===== config.mk =====
export PLATFORM = sky130hd
export DESIGN_NAME = reqslot_arb
export DESIGN_NICKNAME = d
export VERILOG_FILES = /design/src/rtl/reqslot_pkg.sv /design/src/rtl/reqslot_pick.sv /design/src/rtl/reqslot_arb.sv
export SDC_FILE = /design/constraint.sdc
export NUM_CORES = 1
export LEC_CHECK = 0
export BUFFER_PORTS_ARGS = -buffer_cell sky130_fd_sc_hd__buf_2
export CAP_MARGIN = 10
export CORE_ASPECT_RATIO = 0.9
export CORE_UTILIZATION = 40
export DETAILED_ROUTE_END_ITERATION = 8
export SLEW_MARGIN = 5
export SYNTH_ARGS = -nofsm -noshare
export SYNTH_HDL_FRONTEND = slang
export SYNTH_SLANG_ARGS = --single-unit

===== constraint.sdc =====
create_clock -name clk -period 1.8 [get_ports clk]
set_input_delay 0.09 -clock clk [delete_from_list [all_inputs] [get_ports clk]]
set_output_delay 0.09 -clock clk [all_outputs]
set_load 0.005 [all_outputs]

===== src/rtl/reqslot_pkg.sv =====
// Shared helpers for request-slot arbiters: width derivation and one-hot encoding.
package reqslot_pkg;

  // Upper bound on sources handled by the generic one-hot encoder.
  localparam int unsigned MaxReq = 32;

  function automatic int unsigned clog2(input int unsigned n);
    int unsigned r;
    r = 0;
    for (int i = 0; i < 32; i++) begin
      if ((64'd1 << i) < 64'(n)) r = i + 1;
    end
    return r;
  endfunction

  function automatic int unsigned src_width(input int unsigned nreq);
    return (nreq < 2) ? 1 : clog2(nreq);
  endfunction

  function automatic int unsigned oh_to_idx(input logic [MaxReq-1:0] oh);
    int unsigned idx;
    idx = 0;
    for (int i = 0; i < MaxReq; i++) begin
      if (oh[i]) idx = idx | i;
    end
    return idx;
  endfunction

endpackage


===== src/rtl/reqslot_pick.sv =====
// Combinational slot picker: fixed lowest-index priority, or rotating priority
// starting at ptr_i when REQSLOT_RR_EN is defined.
module reqslot_pick
  import reqslot_pkg::*;
#(
  parameter int unsigned NREQ = 4,
  localparam int unsigned SRCW = src_width(NREQ)
) (
  input  logic [NREQ-1:0] slot_v_i,
`ifdef REQSLOT_RR_EN
  input  logic [SRCW-1:0] ptr_i,
`endif
  output logic [NREQ-1:0] pick_o,
  output logic [SRCW-1:0] idx_o,
  output logic            any_o
);

  logic found;

  always_comb begin
    pick_o = '0;
    found  = 1'b0;
`ifdef REQSLOT_RR_EN
    for (int unsigned k = 0; k < NREQ; k++) begin
      logic [SRCW:0] sum;
      sum = {1'b0, ptr_i} + (SRCW+1)'(k);
      if (sum >= (SRCW+1)'(NREQ)) sum = sum - (SRCW+1)'(NREQ);
      if (!found && slot_v_i[sum[SRCW-1:0]]) begin
        pick_o[sum[SRCW-1:0]] = 1'b1;
        found                 = 1'b1;
      end
    end
`else
    for (int unsigned k = 0; k < NREQ; k++) begin
      if (!found && slot_v_i[k]) begin
        pick_o[k] = 1'b1;
        found     = 1'b1;
      end
    end
`endif
  end

  assign idx_o = SRCW'(oh_to_idx(MaxReq'(pick_o)));
  assign any_o = |slot_v_i;

endmodule


===== src/rtl/reqslot_arb.sv =====
// One-deep request slot per source feeding a registered valid/ready output stage.
// Define REQSLOT_RR_EN for rotating-priority selection instead of fixed priority.
module reqslot_arb
  import reqslot_pkg::*;
#(
  parameter int unsigned NREQ   = 4,
  parameter int unsigned DWIDTH = 32,
  localparam int unsigned SRCW  = src_width(NREQ)
) (
  input  logic                   clk,
  input  logic                   rst,
  input  logic [NREQ-1:0]        in_valid,
  output logic [NREQ-1:0]        in_ready,
  input  logic [NREQ*DWIDTH-1:0] in_data,
  output logic                   out_valid,
  input  logic                   out_ready,
  output logic [DWIDTH-1:0]      out_data,
  output logic [SRCW-1:0]        out_src,
  output logic                   busy
);

  logic [NREQ-1:0]   slot_v_q, slot_v_d;
  logic [DWIDTH-1:0] slot_data_q [NREQ];
  logic [DWIDTH-1:0] slot_data_d [NREQ];
  logic              out_valid_q, out_valid_d;
  logic [DWIDTH-1:0] out_data_q, out_data_d;
  logic [SRCW-1:0]   out_src_q, out_src_d;

  logic [NREQ-1:0]   pick;
  logic [SRCW-1:0]   pick_idx;
  logic              any_v;
  logic              adv;

`ifdef REQSLOT_RR_EN
  logic [SRCW-1:0]   ptr_q, ptr_d;
`endif

  reqslot_pick #(
    .NREQ (NREQ)
  ) u_pick (
    .slot_v_i (slot_v_q),
`ifdef REQSLOT_RR_EN
    .ptr_i    (ptr_q),
`endif
    .pick_o   (pick),
    .idx_o    (pick_idx),
    .any_o    (any_v)
  );

  assign adv = ~out_valid_q | out_ready;
  // A slot being drained this cycle can take a new request in the same cycle.
  assign in_ready = rst ? '0 : (~slot_v_q | (pick & {NREQ{adv}}));

  always_comb begin
    slot_v_d    = slot_v_q;
    slot_data_d = slot_data_q;
    out_valid_d = out_valid_q;
    out_data_d  = out_data_q;
    out_src_d   = out_src_q;
`ifdef REQSLOT_RR_EN
    ptr_d       = ptr_q;
`endif
    if (adv) begin
      if (any_v) begin
        out_valid_d = 1'b1;
        out_data_d  = slot_data_q[pick_idx];
        out_src_d   = pick_idx;
        slot_v_d    = slot_v_q & ~pick;
`ifdef REQSLOT_RR_EN
        ptr_d       = (pick_idx == SRCW'(NREQ - 1)) ? '0 : pick_idx + 1'b1;
`endif
      end else begin
        out_valid_d = 1'b0;
      end
    end
    for (int i = 0; i < NREQ; i++) begin
      if (in_valid[i] && in_ready[i]) begin
        slot_v_d[i]    = 1'b1;
        slot_data_d[i] = in_data[i*DWIDTH +: DWIDTH];
      end
    end
  end

  always_ff @(posedge clk) begin
    if (rst) begin
      slot_v_q    <= '0;
      out_valid_q <= 1'b0;
      out_data_q  <= '0;
      out_src_q   <= '0;
      for (int i = 0; i < NREQ; i++) slot_data_q[i] <= '0;
`ifdef REQSLOT_RR_EN
      ptr_q       <= '0;
`endif
    end else begin
      slot_v_q    <= slot_v_d;
      slot_data_q <= slot_data_d;
      out_valid_q <= out_valid_d;
      out_data_q  <= out_data_d;
      out_src_q   <= out_src_d;
`ifdef REQSLOT_RR_EN
      ptr_q       <= ptr_d;
`endif
    end
  end

  assign out_valid = out_valid_q;
  assign out_data  = out_data_q;
  assign out_src   = out_src_q;
  assign busy      = |slot_v_q | out_valid_q;

endmodule


==> results.cfg, run 1 <==
[outcome]
status = finished clean

[power]
pwr-share-seq_pct = 44.7
power_mw = 9.33
power_leakage_nw = 4.37
power_frac_comb_pct = 17.9
p_sw_mw = 2.39
clkPwrFrac_pct = 37.4
vdd.ir_drop.worst_mv = 0.648
p_int_mw = 6.94
power.density_nw_per_um2 = 888
switching_share_pct = 25.6

[global_routing]
grt_usage_pct = 23.4
grt_pass1_vias = 6404
grt_overflow = 0
grt_pass1_wl_um = 33500
grt_max_degree = 83
antenna_found_initial = 0

[timing]
hold_ws_ns = 0.0629
setup_viol = 0
max_slew_margin_pct = 68.2
slew_viol_final = 0
finalClockSkew_ns = 0.00857
fin_crit_ns = 1.78
max_freq_mhz = 563
rsz0062_at_grt = true
tightest_slew_ns = 0.477
finalHoldViolCount = 0
layout_worst_path_cycle_share_pct = 98.7

[place]
dp_cells = 1131
routabilityCongestion = 0.783
dp_hpwl_um = 13600
portBuffers = 174
place_area_um2 = 8500

[clock_network]
htreeDepth = 4
cts_tree = yes
clock_latency_ns = 0.43
cts_sinks = 167
cts_buffer_depth = 2
cts_buffers = 17
clkTransAtPathRegs_ns = 0.06
cts-root-buf = clkbuf_16

[final_layout]
antenna_cells = 0
mostFrequentLayoutCell = buf_2
multi_input_area_um2 = 3640
fill_cells = 1588
nets = 1186
stdcell_area_um2 = 10500
regArea_um2 = 3350
layout_common_cells = buf_2 (173), dfxtp_1 (165), dlygate4sd3_1 (134)
synthToLayoutAreaGrowth_pct = 43.7
final_cells = 1302
layout-drive-gt1-share_pct = 29.8

[die]
die_y_um = 130
core_region_area_um2 = 17700
die-area_um2 = 18800
boundaryPins = 175
die_x_um = 144
rows = 46
start_util_pct = 41.2

[setup_path]
path_common_cell = buf_4
arrival_ns = 2.08
cp_slowest_cell = dfxtp_2
cp-end-kind = flop
criticalPathCategory = reg -> reg
path_cells = nor2b_4, buf_6, o31ai_4, buf_4, buf_4, and2_2, buf_12, o21ai_0
critPathRequiredTime_ns = 2.10
crit_fanout = 32
start_kind = flop
critical-path-max-stage-delay_ns = 0.32

[synth]
synthCells = 760
syn_nets = 895
synth-seq-cells = 167
async_flop_share_pct = 0
yosys_warnings = 0
synthMuxAreaShare_pct = 9.71
yosysSeqAreaShare_pct = 45.8
synth_top_family_by_area = simple AND/OR/NAND/NOR gates
yosys.cell_types.count = 34
netlist_area_um2 = 7300
synth_xor_area_share_pct = 0
synth-compound-area-share_pct = 16.6
synthAdderAreaFrac_pct = 0
syn_area_per_cell_um2 = 9.61
synth_edf_count = 0
synth_ff_type = dfxtp_1
yosys.area_share.simple_pct = 23.0

[routing]
vias = 6554
wl_per_cell_um = 16.5
drc_errors = 0
via_per_inst = 5.03
routed_wl_um = 21400
drtIter0Drc = 443
drt.antenna.violating_nets = 0
first_pass_iters = 5

[job]
maxCapViolCount = 0

[min_path]
hp-class = in -> reg
## logic make-up after synthesis
group                  Yosys count
buffers and inverters           80
DFF                            167
muxes                           63
and+or+nand+nor                273
AOI/OAI and AO/OA              177
## metrics by stage
step	setup TNS, ns	utilization [%]	worst slack, ns
after floorplan	0	-	0.187
after global placement	0	47.9	0.210
after detailed placement	0	47.9	0.194
after CTS	-0.00213	59.2	-0.00213
after global routing	-0.472	59.2	-0.0486
final	0	59.2	0.0233
## path summary, 6_finish.rpt
check                                                     to  cells after the start                     from  slack [ns]
worst max register to register  slot_data_q[17]$_SDFFE_PP0P_                      8   out_valid$_SDFFE_PP0N_        0.02
worst min register to register       out_src[0]$_SDFFE_PP0P_                      2  out_src[0]$_SDFFE_PP0P_        0.46
worst max-delay path            slot_data_q[17]$_SDFFE_PP0P_                      8   out_valid$_SDFFE_PP0N_        0.02
worst min-delay path                  out_valid$_SDFFE_PP0N_                      3                out_ready        0.06
## cells in the mapped netlist (2+ instances only)
master     instances  area [um2]
dfxtp_1          167        3340
nand2b_1          68         425
nor2b_1           67         419
mux2_2            61         687
o21ai_0           61         305
clkbuf_1          48         180
nor2_1            35         131
nand3b_1          34         255
nand2_1           33         124
nand4b_1          32         280
o22ai_1           32         200
o41ai_1           32         280
o2bb2ai_1         31         272
buf_2             18        90.1
a21oi_1            7        35.0
inv_1              7        26.3
o21ai_1            4        20.0
buf_4              3        22.5
buf_6              3        33.8
a21oi_2            2        17.5
mux2_1             2        22.5
## repair_timing
action / 4_1_cts / 5_1_grt
endpoints found under the setup margin: 1 / 26
setup buffers: 6 / 0
resized for setup: 5 / 2
hold endpoints to repair: 134 / 0
hold buffers: 134 / 0
cloned: 1 / 0
pin swaps: 2 / 0
## power groups by stage
stage | Sequential [mW] | Clock, mW | Combinational [mW]
floorplan | 4.22 | 0 | 0.834
global placement | 4.24 | 0 | 1.37
detailed placement | 4.25 | 0 | 1.38
CTS | 4.17 | 3.57 | 1.66
global route | 4.21 | 3.76 | 1.82
finish | 4.17 | 3.49 | 1.67
## area by class of cell
| cell class | count | share of cell area [%] |
|---|---|---|
| tap | 240 | 2.86 |
| multi-input combinational | 513 | 34.7 |
| sequential | 167 | 31.9 |
| inverter | 7 | 0.250 |
| clock inverter | 8 | 0.703 |
| timing repair buffer | 345 | 25.0 |
| clock buffer | 22 | 4.61 |
## per-layer routing
metal  GRT usage [%]  vias to the layer above  wire length [um]
met2            37.2                      168              9780
met3            4.62                       20               974
met4            7.37                        0               232
li1                -                     3299                 -
met5               0                        -                 0
met1            31.9                     3067             10400
## registers in the layout, indices dropped and copies added (netlist names)
| name | cells |
|---|---|
| slot_v_q | 4 |
| out_valid | 1 |
| slot_data_q | 128 |
| out_src | 2 |
| out_data | 32 |
## worst max-delay path: cells and delay by family, from the launching register on
kind | cells | cell delay [ns]
buffers and inverters | 4 | 0.61
DFF | 1 | 0.32
and+or+nand+nor | 2 | 0.28
AOI/OAI and AO/OA | 2 | 0.42
(Power assumes the default switching activity.)
==> inputs of run 2 (changes only) <==
--- a/config.mk
+++ b/config.mk
@@ -7,3 +7,3 @@
 export LEC_CHECK = 0
-export BUFFER_PORTS_ARGS = -buffer_cell sky130_fd_sc_hd__buf_2
+export ABC_AREA = 1
 export CAP_MARGIN = 10
@@ -12,2 +12,3 @@
 export DETAILED_ROUTE_END_ITERATION = 8
+export DONT_BUFFER_PORTS = 1
 export SLEW_MARGIN = 5
--- a/constraint.sdc
+++ b/constraint.sdc
@@ -3,2 +3,2 @@
 set_output_delay 0.09 -clock clk [all_outputs]
-set_load 0.005 [all_outputs]
+set_load 0.02 [all_outputs]
==> results.cfg, run 2 <==
[routing]
drtIter0Drc = 554
drc_errors = 0
first_pass_iters = 6
routed_wl_um = 25500
drt.antenna.violating_nets = 0
via_per_inst = 5.15
wl_per_cell_um = 16.4
vias = 7990

[power]
vdd.ir_drop.worst_mv = 0.565
power_leakage_nw = 5.09
power.density_nw_per_um2 = 950

[final_layout]
mostFrequentLayoutCell = nand3_1
largest_reg_flops = 128
layout-drive-gt1-share_pct = 7.38
final_cells = 1551
fill_cells = 1862
regArea_um2 = 3350
regMostFlops = slot_data_q
postLayoutCoreUtil_pct = 54.1
nets = 1425
multi_input_area_um2 = 3380
layout_common_cells = nand3_1 (418), nand2_1 (231), inv_1 (165)
synthToLayoutAreaGrowth_pct = 32.7
stdcell_area_um2 = 10300
antenna_cells = 0

[setup_path]
start_kind = flop
arrival_ns = 2.13
startpoint = slot_v_q[0]$_SDFFE_PP0P_
crit_end = slot_data_q[65]$_SDFFE_PP0P_
crit_fanout = 5
path_depth = 7
path_buf_inv = 3
cp-end-kind = flop
cp_slowest_cell = dlygate4sd3_1
critical-path-top-delay-family = buffers and inverters
criticalPathCategory = reg -> reg
critPathRequiredTime_ns = 2.18
path_cells = inv_6, o21ai_4, a21oi_4, clkbuf_16, nand3_1, dlygate4sd3_1, nand2_1
r2r_end = slot_data_q[65]$_SDFFE_PP0P_
r2r_setup_slack_ns = 0.04
critical-path-max-stage-delay_ns = 0.55
reg2reg_depth = 7
r2r-start = slot_v_q[0]$_SDFFE_PP0P_

[synth]
netlist_area_um2 = 7780
yosysSeqAreaShare_pct = 43.0
yosys.cell_types.count = 18
yosysTopAreaCell = dfxtp_1
syn_nets = 1303
synth.most_common_cell = nand3_1
async_flop_share_pct = 0
syn_area_per_cell_um2 = 6.66
synthCells = 1168
synth-seq-cells = 167
yosys_warnings = 0
synth_ff_type = dfxtp_1
synth.area.top_cells = dfxtp_1 (43%), nand3_1 (27%), nand2_1 (11%), inv_1 (8.1%), nor2_1 (3.3%)
yosys.area.top_type_share_pct = 43.0
synth_edf_count = 0
ys_top_cells_by_count = nand3_1 (418), nand2_1 (233), dfxtp_1 (167), inv_1 (167), nor2_1 (69)

[timing]
setup_viol = 0
finalHoldViolCount = 5
max_slew_margin_pct = 48.4
fin_crit_ns = 1.76
finalClockSkew_ns = 0.0135
max_freq_mhz = 569
slew_viol_final = 0
tightest_slew_ns = 0.772
hold_ws_ns = -0.0248
layout_worst_path_cycle_share_pct = 97.6

[outcome]
violations = hold timing
status = complete, but fails checks

[die]
die_y_um = 134
rows = 48
core_region_area_um2 = 19100
boundaryPins = 175
start_util_pct = 40.7
die-area_um2 = 20000
die_x_um = 149

[global_routing]
antenna_found_initial = 0
top_usage_layer = met2
use_met2_pct = 41.1
met1_usage_pct = 31.6
grt_pass1_wl_um = 38900
grt_overflow = 0
grt_max_degree = 66
grt_pass1_vias = 7399
grtUsageMet3_pct = 6.70
grt_usage_pct = 25.2

[place]
portBuffers = 0
dp_cells = 1354
routabilityCongestion = 0.820
place_area_um2 = 7980
dp_hpwl_um = 15500

[clock_network]
cts-root-buf = clkbuf_16
clock_latency_ns = 0.43
cts_buffers = 17
cts_tree = yes
cts_buffer_depth = 2
clkTransAtPathRegs_ns = 0.07
htreeDepth = 4
cts_sinks = 167

[min_path]
hp-class = in -> reg

[job]
maxCapViolCount = 0
run 2: cell types whose count changed in the layout (fill, tap and decap cells not counted), moves of 34 or more:
cell	before	now
mux2_2	61	0
nand2b_1	68	0
nor2b_1	64	0
inv_1	7	165
buf_2	173	0
o21ai_0	61	4
nand2_1	33	231
nand3_1	0	418
nor2_1	34	69
nand3b_1	34	0
run 2: routing by layer:
| metal | share of wire (%) | up-vias |
|---|---|---|
| met3 | 7.8 | 44 |
| met2 | 47 | 300 |
| met4 | 2.4 | 0 |
| met5 | 0 | - |
| met1 | 43 | 3693 |
| li1 | - | 3953 |
run 2: area by class of cell:
type | count | area share (%)
Multi-Input combinational cell | 738 | 32.7
Clock buffer | 20 | 4.23
Clock inverter | 10 | 1.04
Inverter | 171 | 6.27
Tap cell | 250 | 3.03
Timing Repair Buffer | 195 | 20.3
Sequential cell | 167 | 32.4
run 2: kinds of logic after synthesis:
family	count (synthesis)	synth area share, %
buf+inv	263	13.9
flops	167	43.0
compound gates	12	0.965
simple gates	726	42.2
run 2: worst min-delay path by stage:
stage	endpoint	slack (ns)	cells after the start	startpoint
global route	slot_data_q[94]$_SDFFE_PP0P_	0.004	3	in_valid[1]
global placement	slot_v_q[1]$_SDFFE_PP0P_	0.18	1	rst
detailed placement	slot_v_q[3]$_SDFFE_PP0P_	0.18	1	rst
finish	slot_data_q[90]$_SDFFE_PP0P_	-0.02	3	in_valid[1]
floorplan	slot_data_q[0]$_SDFFE_PP0P_	0.22	2	in_data[96]
CTS	slot_data_q[46]$_SDFFE_PP0P_	0.01	4	rst
run 2: power breakdown:
part | total, mW | leakage, nW | internal, mW | switching (mW)
logic | 1.91 | 3.44 | 0.814 | 1.09
clock network | 3.51 | 0.261 | 2.01 | 1.50
registers | 4.40 | 1.38 | 4.04 | 0.360
total | 9.82 | 5.09 | 6.87 | 2.95
run 2: worst register-to-register path: stages (launching register included):
cell,delay (ns)
dfxtp_4,0.37
inv_6,0.08
o21ai_4,0.06
a21oi_4,0.30
clkbuf_16,0.22
nand3_1,0.06
dlygate4sd3_1,0.55
nand2_1,0.06
run 2: what timing repair did:
item / in CTS / in global routing
resized for setup: 4 / 15
endpoints found under the hold margin: 165 / 3
pin swaps: 1 / 2
setup endpoints to repair: 1 / 14
cloned: 1 / 3
hold buffers: 154 / 1
buffers inserted: 1 / 10
run 2: metrics by stage:
step	total power, mW	setup WS [ns]	hold slack, ns	setup TNS [ns]
finish	9.82	0.0436	-0.0248	0
global route	10.3	-0.00971	0.00425	-0.0125
CTS	9.79	0.00646	0.0141	0
detailed placement	5.94	0.289	0.177	0
global placement	5.92	0.304	0.176	0
floorplan	5.56	0.353	0.221	0
==> inputs of run 3 (changes only) <==
--- a/config.mk
+++ b/config.mk
@@ -9,6 +9,9 @@
 export CAP_MARGIN = 10
+export CELL_PAD_IN_SITES_DETAIL_PLACEMENT = 1
+export CELL_PAD_IN_SITES_GLOBAL_PLACEMENT = 2
 export CORE_ASPECT_RATIO = 0.9
-export CORE_UTILIZATION = 40
+export CORE_UTILIZATION = 34
 export DETAILED_ROUTE_END_ITERATION = 8
 export DONT_BUFFER_PORTS = 1
+export PLACE_DENSITY_LB_ADDON = 0.1
 export SLEW_MARGIN = 5
==> constraint.sdc (replaced) <==
create_clock -name clk -period 1.8 [get_ports clk]
set_input_delay 0.36 -clock clk [delete_from_list [all_inputs] [get_ports clk]]
set_output_delay 0.36 -clock clk [all_outputs]
set_load 0.02 [all_outputs]
==> results.cfg, run 3 (same netlist as run 2, synthesis figures left out) <==
[setup_path]
critPathRequiredTime_ns = 1.44
arrival_ns = 1.53
reg2reg_depth = 12
r2r-start = out_valid$_SDFFE_PP0N_
r2r_end = slot_data_q[36]$_SDFFE_PP0P_
start_kind = flop
cp-end-kind = output port
criticalPathCategory = reg -> out
r2r_setup_slack_ns = 0.02
crit_fanout = 6

[final_layout]
largest_reg_flops = 128
layout-drive-gt1-share_pct = 10.1
mostFrequentLayoutCell = nand3_1
regMostFlops = slot_data_q
nets = 1281
synthToLayoutAreaGrowth_pct = 16.4
antenna_cells = 0
layout_common_cells = nand3_1 (410), nand2_1 (227), dfxtp_1 (164)
postLayoutCoreUtil_pct = 40.4

[die]
die_x_um = 161
core_region_area_um2 = 22400
die-area_um2 = 23500
boundaryPins = 175
rows = 52
die_y_um = 146
start_util_pct = 34.7

[timing]
finalHoldViolCount = 0
fin_ws_ns = -0.0889
max_freq_mhz = 529
setup_viol = 2
layout_worst_path_cycle_share_pct = 105
finalClockSkew_ns = 0.0119
fin_tns_setup_ns = -0.164
tightest_slew_ns = 0.335
rsz0062_at_grt = true
max_slew_margin_pct = 77.7
slew_viol_final = 0
fin_crit_ns = 1.89

[power]
pwr-share-seq_pct = 45.6
p_int_mw = 6.53
p_sw_mw = 3.10
vdd.ir_drop.worst_mv = 0.485
power_leakage_nw = 4.52
clkPwrFrac_pct = 36.8
power.density_nw_per_um2 = 1060
power_frac_comb_pct = 17.7
switching_share_pct = 32.2
power_mw = 9.63

[global_routing]
grt_usage_pct = 23.2
grt_pass1_wl_um = 42000
grt_max_degree = 65
grt_overflow = 0
antenna_found_initial = 0
grt_pass1_vias = 7312

[clock_network]
cts_buffer_depth = 2
cts_tree = yes
clock_latency_ns = 0.43
htreeDepth = 4
cts-root-buf = clkbuf_16
cts_sinks = 167
clkTransAtPathRegs_ns = 0.06
cts_buffers = 17

[routing]
first_pass_iters = 4
vias = 7246
drt.antenna.violating_nets = 0
wl_per_cell_um = 18.3
drtIter0Drc = 431
via_per_inst = 4.98
drc_errors = 0
routed_wl_um = 26700

[place]
routabilityCongestion = 0.769
dp_hpwl_um = 18400
portBuffers = 0
pre_cts_slack_ns = 0.234

[min_path]
whs_path_depth = 1
hp-class = in -> reg
min_from = rst
worstHoldEndpoint = slot_v_q[3]$_SDFFE_PP0P_

[outcome]
violations = setup timing
status = complete, but fails checks

[job]
maxCapViolCount = 0
## run 3: cell count changes in the layout (fill, tap and decap cells not counted), moves of 4 or more
| cell | before | now |
|---|---|---|
| dlymetal6s4s_1 | 7 | 0 |
| inv_6 | 1 | 5 |
| nand3_1 | 418 | 410 |
| nand2_2 | 2 | 6 |
| nand3_2 | 0 | 8 |
| nand2_1 | 231 | 227 |
| dlygate4sd3_1 | 141 | 1 |
| clkinv_2 | 6 | 1 |
## run 3: how the worst max path moves through the flow
stage                                endpoint  depth (start not counted)                     start  slack [ns]
global placement    out_data[30]$_SDFFE_PP0P_                          8  slot_v_q[1]$_SDFFE_PP0P_        0.24
CTS                               in_ready[3]                          6  slot_v_q[0]$_SDFFE_PP0P_       -0.07
finish                            in_ready[3]                          6  slot_v_q[1]$_SDFFE_PP0P_       -0.09
global route                      in_ready[3]                          6  slot_v_q[1]$_SDFFE_PP0P_       -0.16
detailed placement  out_data[30]$_SDFFE_PP0P_                          8  slot_v_q[1]$_SDFFE_PP0P_        0.23
floorplan                         in_ready[0]                          6    out_valid$_SDFFE_PP0N_        0.28
## run 3: area by class of cell
cell class                      count  area, um2
Clock buffer                       19        443
Clock inverter                     13        111
Fill cell                        2844      13400
Inverter                          171        652
Multi-Input combinational cell    738       3440
Sequential cell                   167       3350
Tap cell                          297        372
Timing Repair Buffer               51        694
## run 3: worst max-delay path: stages (launching register included)
cell and delay, ns:
dfxtp_4 0.36, nor2_4 0.15, nand2_2 0.09, o21ai_2 0.18
inv_2 0.07, nor2_4 0.11, buf_8 0.14
## run 3: stage by stage
step | hold WS (ns) | cells | instance area, um2
floorplan | 0.443 | 1168 | 7780
global route | 0.00705 | 1456 | 9060
global placement | 0.446 | 1404 | 8080
detailed placement | 0.454 | 1404 | 8080
finish | 0.0285 | 1456 | 9060
CTS | 0.00225 | 1446 | 8850
## run 3: timing repair
item	in CTS	in global routing
setup endpoints to repair	5	5
hold buffers	1	0
endpoints found under the hold margin	1	0
pin swaps	5	8
buffers inserted	5	7
gates resized for setup	15	19
gates cloned	4	3
## run 3: power groups by stage
stage	combinational, mW	clock [mW]	sequential (mW)
after floorplan	1.16	0	4.39
after global placement	1.54	0	4.47
after detailed placement	1.56	0	4.48
after CTS	1.67	3.63	4.40
after global routing	1.93	3.79	4.43
final	1.70	3.54	4.39
## run 3: routing by layer
layer / track usage [%] / vias to the layer above / share of wire, %
li1: - / 3664 / -
met5: 0 / - / 0
met4: 5.38 / 0 / 1.0
met2: 36.6 / 149 / 45
met3: 4.27 / 16 / 4.6
met1: 32.7 / 3417 / 49
